**config.mk**
```make
export PLATFORM = sky130hd
export DESIGN_NAME = regfile_2r1w
export DESIGN_NICKNAME = d
export VERILOG_FILES = /design/src/rtl/regfile_2r1w.sv
export SDC_FILE = /design/constraint.sdc
export NUM_CORES = 2
export LEC_CHECK = 0
export CELL_PAD_IN_SITES_DETAIL_PLACEMENT = 0
export CELL_PAD_IN_SITES_GLOBAL_PLACEMENT = 1
export CORE_ASPECT_RATIO = 1.5
export CORE_MARGIN = 3
export CORE_UTILIZATION = 50
export DETAILED_ROUTE_END_ITERATION = 16
export HOLD_SLACK_MARGIN = 0.02
export PLACE_DENSITY_LB_ADDON = 0.1
export SYNTH_ARGS = -nofsm -noshare
export SYNTH_HDL_FRONTEND = slang
export SYNTH_SLANG_ARGS = --single-unit
```
**constraint.sdc**
```tcl
create_clock -name i_clk -period 3.9 [get_ports i_clk]
set_input_delay 0.78 -clock i_clk [delete_from_list [all_inputs] [get_ports i_clk]]
set_output_delay 0.78 -clock i_clk [all_outputs]
set_load 0.03 [all_outputs]
```
**src/rtl/regfile_2r1w.sv**
```systemverilog
// rtl/regfile_2r1w.sv - 32x32 register file with two combinational read ports and one write port
//
// Parameters:
//   BYPASS      1: a read of the register being written returns the incoming write data
//                  in the same cycle.
//               0: reads return the stored (old) value until the write edge.
// Ports:
//   i_clk       clock; all state updates on the rising edge
//   i_rst_n     asynchronous active-low reset; clears x1..x31 and forces reads to zero
//   i_rs1_addr  read address, operand A      o_rs1_data  operand A data
//   i_rs2_addr  read address, operand B      o_rs2_data  operand B data
//   i_rd_addr   write address                i_rd_data   write data
//   i_rd_wren   write enable (writes to x0 are discarded)

module regfile_2r1w #(
    parameter int unsigned BYPASS = 1
) (
    input  logic        i_clk,
    input  logic        i_rst_n,
    input  logic [4:0]  i_rs1_addr,
    input  logic [4:0]  i_rs2_addr,
    output logic [31:0] o_rs1_data,
    output logic [31:0] o_rs2_data,
    input  logic [4:0]  i_rd_addr,
    input  logic [31:0] i_rd_data,
    input  logic        i_rd_wren
);

    // Entry 0 exists only so that the array can be indexed by any 5-bit address;
    // it is cleared by reset and never written.
    logic [31:0] regs [32];

    // A write is qualified only when the destination is a known, non-zero address.
    // Comparing each index separately means an X address never matches any entry.
    always_ff @(posedge i_clk or negedge i_rst_n) begin
        if (!i_rst_n) begin
            for (int i = 0; i < 32; i++) begin
                regs[i] <= 32'h0;
            end
        end else begin
            for (int i = 1; i < 32; i++) begin
                if (i_rd_wren && (i_rd_addr == 5'(i))) begin
                    regs[i] <= i_rd_data;
                end
            end
        end
    end

    // Forwarding applies only to a qualified, non-x0 write while out of reset.
    function automatic logic [31:0] read_port(input logic [4:0] addr);
        logic [31:0] value;
        value = 32'h0;
        if (!i_rst_n || (addr == 5'd0)) begin
            value = 32'h0;
        end else if ((BYPASS != 0) && i_rd_wren && (i_rd_addr != 5'd0) && (i_rd_addr == addr)) begin
            value = i_rd_data;
        end else begin
            value = regs[addr];
        end
        return value;
    endfunction

    always_comb begin
        o_rs1_data = read_port(i_rs1_addr);
        o_rs2_data = read_port(i_rs2_addr);
    end

endmodule
```
Yosys cells after proc, flatten, opt, wreduce, memory -nomap -nowiden
Index checks and enable logic that the tools add are counted.
W data, S select, Z words.

word-level totals
  bits in registers = 992
  input bits = 50
  word-level logic and storage cells = 118

cells by class
  magnitude comparators = 2
  equal/unequal tests = 33
  muxes and demuxes = 10
  bitwise operators = 2
  reduce and logical (&&, ||, !) cells = 40

operator list
  kind                  count
  $bmux W32 S5          2
  $mux W32              8
  $eq A5 B5 Y1 const B  16
  $eq A5 B4 Y1 const B  8
  $logic_and A1 B1 Y1   34
  $eq A5 B3 Y1 const B  4
  $ge A6 B6 Y1 const B  2
  $not A5 Y6            2
  $eq A5 B2 Y1 const B  2
  $eq A5 B5 Y1          2
  $logic_not A5 Y1      2
  $eq A5 B1 Y1 const B  1
  $reduce_bool A5 Y1    1
  $logic_or A1 B1 Y1    2
  $logic_not A1 Y1      1

Longest topological paths before layout
  depth in word-level cells = 6
  mapped depth = 10
  gate-level depth less buffers = 5

Least setup slack after synthesis
No wires, ideal clock.

  path type = input -> output
  start point = input i_rd_addr[4]
  end point = output o_rs2_data[0]
  data arrival time = 3.023 ns
  slack = 0.097 ns
  stages on the path = 6
  buffers on the path = 2
  cell sequence = buf_2 > or3_4 > o21ai_2 > o31ai_2 > buf_2 > o41ai_1

between the ends
  cells in the longest elaborated chain, start to end = 5

RTL lines
  what                   line  source
  start, declared        24    input logic [4:0] i_rd_addr,
  $reduce_bool A5 Y1     55    end else if ((BYPASS != 0) && i_rd_wren && (i_rd_addr != 5'd0) && (i_rd_addr == addr)) begin
  $logic_and A1 B1 Y1    55
  $logic_and A1 B1 Y1 *  55
  $mux W32 *             55
  $mux W32 *             53    if (!i_rst_n || (addr == 5'd0)) begin
  end, declared          23    output logic [31:0] o_rs2_data,

Mark *: on every way between the ends. The rest lies on a longest branch, timed or not.

Worst setup path in the final report
  start point = input i_rs1_addr[1]
  end point = output o_rs1_data[3]

between the ends
  cells in the longest elaborated chain, start to end = 6

RTL lines
  what                                          line  source
  start, declared                               20    input logic [4:0] i_rs1_addr,
  $not A5 Y6 (not written as such)              58    value = regs[addr];
  $bmux W32 S5                                  58
  $mux W32 (not written as such) (2 in series)  58
  $mux W32                                      55
  $mux W32 *                                    53
  end, declared                                 22    output logic [31:0] o_rs1_data,

Mark *: on every way between the ends. The rest lies on a longest branch, timed or not. The select of a mux whose other input is x is not followed.

==> out/results.tsv <==
metric	value	unit
crit_path_end_kind	output pin	
seq_area	24800	µm²
violations	setup timing	
path_clk_slew	0.06	ns
wirelength	201000	µm
antenna_left	0	
setup.worst_path.end	o_rs1_data[3]	
fin_crit	3.91	ns
maxSlewViolCount	0	
cts_buffers	102	
drt_drc_violations_left	0	
irDropWorstVdd	406	µV
synth_top_area_share	46.1	%
cp-start-kind	primary input	
largest_reg_flops	992	
reg.largest.list	regs x992	
numPortBuffers	113	
grt_max_degree	201	
worst_ep_arrival_time	3.13	ns
synth_seq_cells	992	
yosysTopAreaCell	dfrtp_1	
synthArstFlopShare	100	%
dieArea	112000	µm²
syn_to_final_growth	18.4	%
n_fill_cell	8210	
most-common-layout-cells	1058 x mux2_2, 992 x dfrtp_1, 419 x mux4_2	
regToRegEndpoint	regs[430]$_DFFE_PN0P_	
avgSynthCellArea	14.5	µm²
rows	146	
ff2ff_path_depth	1	
synth_area	53800	µm²
hpwl	129000	µm
cts.sinks	992	
finalHoldViolCount	0	
synthTopCellsByArea	dfrtp_1 46%, mux2_2 22%, mux4_2 18%	
first_pass_iters	6	
finalCritPeriodShare	100	%
cts_root_buf	clkbuf_16	
largest-register	regs	
place_congestion	0.908	
reg2reg_from	regs[430]$_DFFE_PN0P_	
worst_hold_slack	0.349	ns
yosysSeqAreaShare	46.1	%
startpoint	i_rs1_addr[1]	
cellLeakagePower	0.0275	µW
dpl_worst_slack	-0.553	ns
cts_hold_buf	0	
drive_gt1_share	55.6	%
core_area	106000	µm²
status	finished with violations	
wl_per_cell	37.1	µm
grt_pass1_wl	289000	µm
mostFrequentLayoutCell	mux2_2	
grt_pass1_vias	40000	
rsz0062_at_grt	false	
critical_path_class	in2out	
cts_buffer_depth	3	
syn_nets	3751	
fin_skew	0	ns
setup_viol	1	
tightest_slew	1.17	ns
io_pins	114	
hp-class	in2async	
via_count	37700	
die_width	274	µm
drtIter0Drc	3955	
syn_inst	3701	
powerDensity	492	nW/µm²
relSlewSlack	21.7	%
path_max_fanout	15	
antenna_found_initial	6	
track_usage	36.1	%
crit_required	3.12	ns
synth_edf_count	0	
cts_tree	done	
ys.flop_type	dfrtp_1	
clock.fmax	0.256	GHz
setup_slack	-0.0123	ns
maxCapViolCount	0	
regToRegSetupSlack	3.08	ns
nets	3982	
die_h	408	µm
grt_remaining_overflow	0	
clk_latency	0.69	ns
cts_max_level	3	
multi_input_area	27600	µm²
yosys.cell_types.count	64	
vias_per_cell	6.95	
start_util	50.7	%
yosysWarnings	32	
-- power breakdown --
part           switching (µW)  total, µW  internal, µW
Sequential               1560      13900         12300
Clock                    4330      10300          5990
Combinational            2990       7190          4210
-- worst min-delay path by stage --
stage / from / slack (ns) / cells after the start / to
2_1_floorplan: regs[391]$_DFFE_PN0P_ / 0.47 / 1 / regs[391]$_DFFE_PN0P_
3_3_place_gp: regs[896]$_DFFE_PN0P_ / 0.48 / 1 / regs[896]$_DFFE_PN0P_
3_5_place_dp: regs[741]$_DFFE_PN0P_ / 0.50 / 1 / regs[741]$_DFFE_PN0P_
4_1_cts: i_rst_n / 0.40 / 2 / regs[678]$_DFFE_PN0P_
5_1_grt: i_rst_n / 0.44 / 2 / regs[161]$_DFFE_PN0P_
6_report: i_rst_n / 0.35 / 2 / regs[927]$_DFFE_PN0P_
-- cells by family (layout without fill, tap and decap cells) --
family	count (synthesis)	count (layout)	synth area share [%]
other	0	1	0
XOR/XNOR	10	10	0.163
flip-flops	992	992	46.1
AO/OA/AOI/OAI	405	405	5.68
AND/OR/NAND/NOR	312	312	2.88
buffers and inverters	411	727	3.73
multiplexers	1571	1571	41.4
-- cell usage after synthesis (14+ instances only) --
master and n:
a211o_1 24, a211oi_1 49, a21oi_1 37, a221oi_1 40, a22oi_1 59, a32o_1 15
and2_1 16, buf_1 40, buf_2 119, buf_4 42, buf_6 20, clkbuf_1 186
dfrtp_1 992, mux2_1 17, mux2_2 1058, mux2i_1 77, mux4_2 419, nand2_1 88
nand3_1 22, nor2_1 64, nor2b_1 43, nor3_1 22, nor4_1 16, o211ai_1 15
o21ai_0 23, o22ai_1 67, o41ai_1 14
-- cell type report --
class,instances,area share [%]
Clock inverter,43,0.752
Clock buffer,146,4.75
Sequential cell,992,38.9
Timing Repair Buffer,535,9.51
Multi-Input combinational cell,2298,43.3
Tap cell,1406,2.76
Antenna cell,1,0.00393
Inverter,3,0.0255
-- what timing repair did --
item / in CTS / in global routing
gates resized for setup: 43 / 28
gates cloned: 0 / 1
pin swaps: 5 / 8
setup buffers: 1 / 3
setup endpoints to repair: 48 / 55
-- stage by stage --
stage	TNS, ns	cell area [µm²]	power [µW]	cells	utilization, %
final	-0.0123	63700	31400	5424	60.1
after global routing	0	63700	32500	5424	60.1
after CTS	-0.0363	63500	31400	5419	59.8
after detailed placement	-4.29	59800	21100	5229	56.3
after global placement	-4.35	59800	20600	5229	56.3
after floorplan	0	53800	18300	3701	-
-- worst max-delay path: stages --
cell,delay (ns)
buf_8,0.20
buf_12,0.21
mux2_2,0.36
a22o_1,0.17
a2111oi_0,0.61
buf_4,0.24
nor3_1,0.07
a211o_1,0.30
buf_12,0.15
-- metal layers --
layer / share of wire [%] / global-route usage, % / vias to the layer above
met2: 47 / 57.0 / 1892
met3: 7.6 / 6.95 / 560
met5: 0.013 / 0 / -
met4: 7.0 / 21.1 / 4
li1: - / - / 14800
met1: 38 / 46.5 / 20500
(Power assumes the default switching activity.)
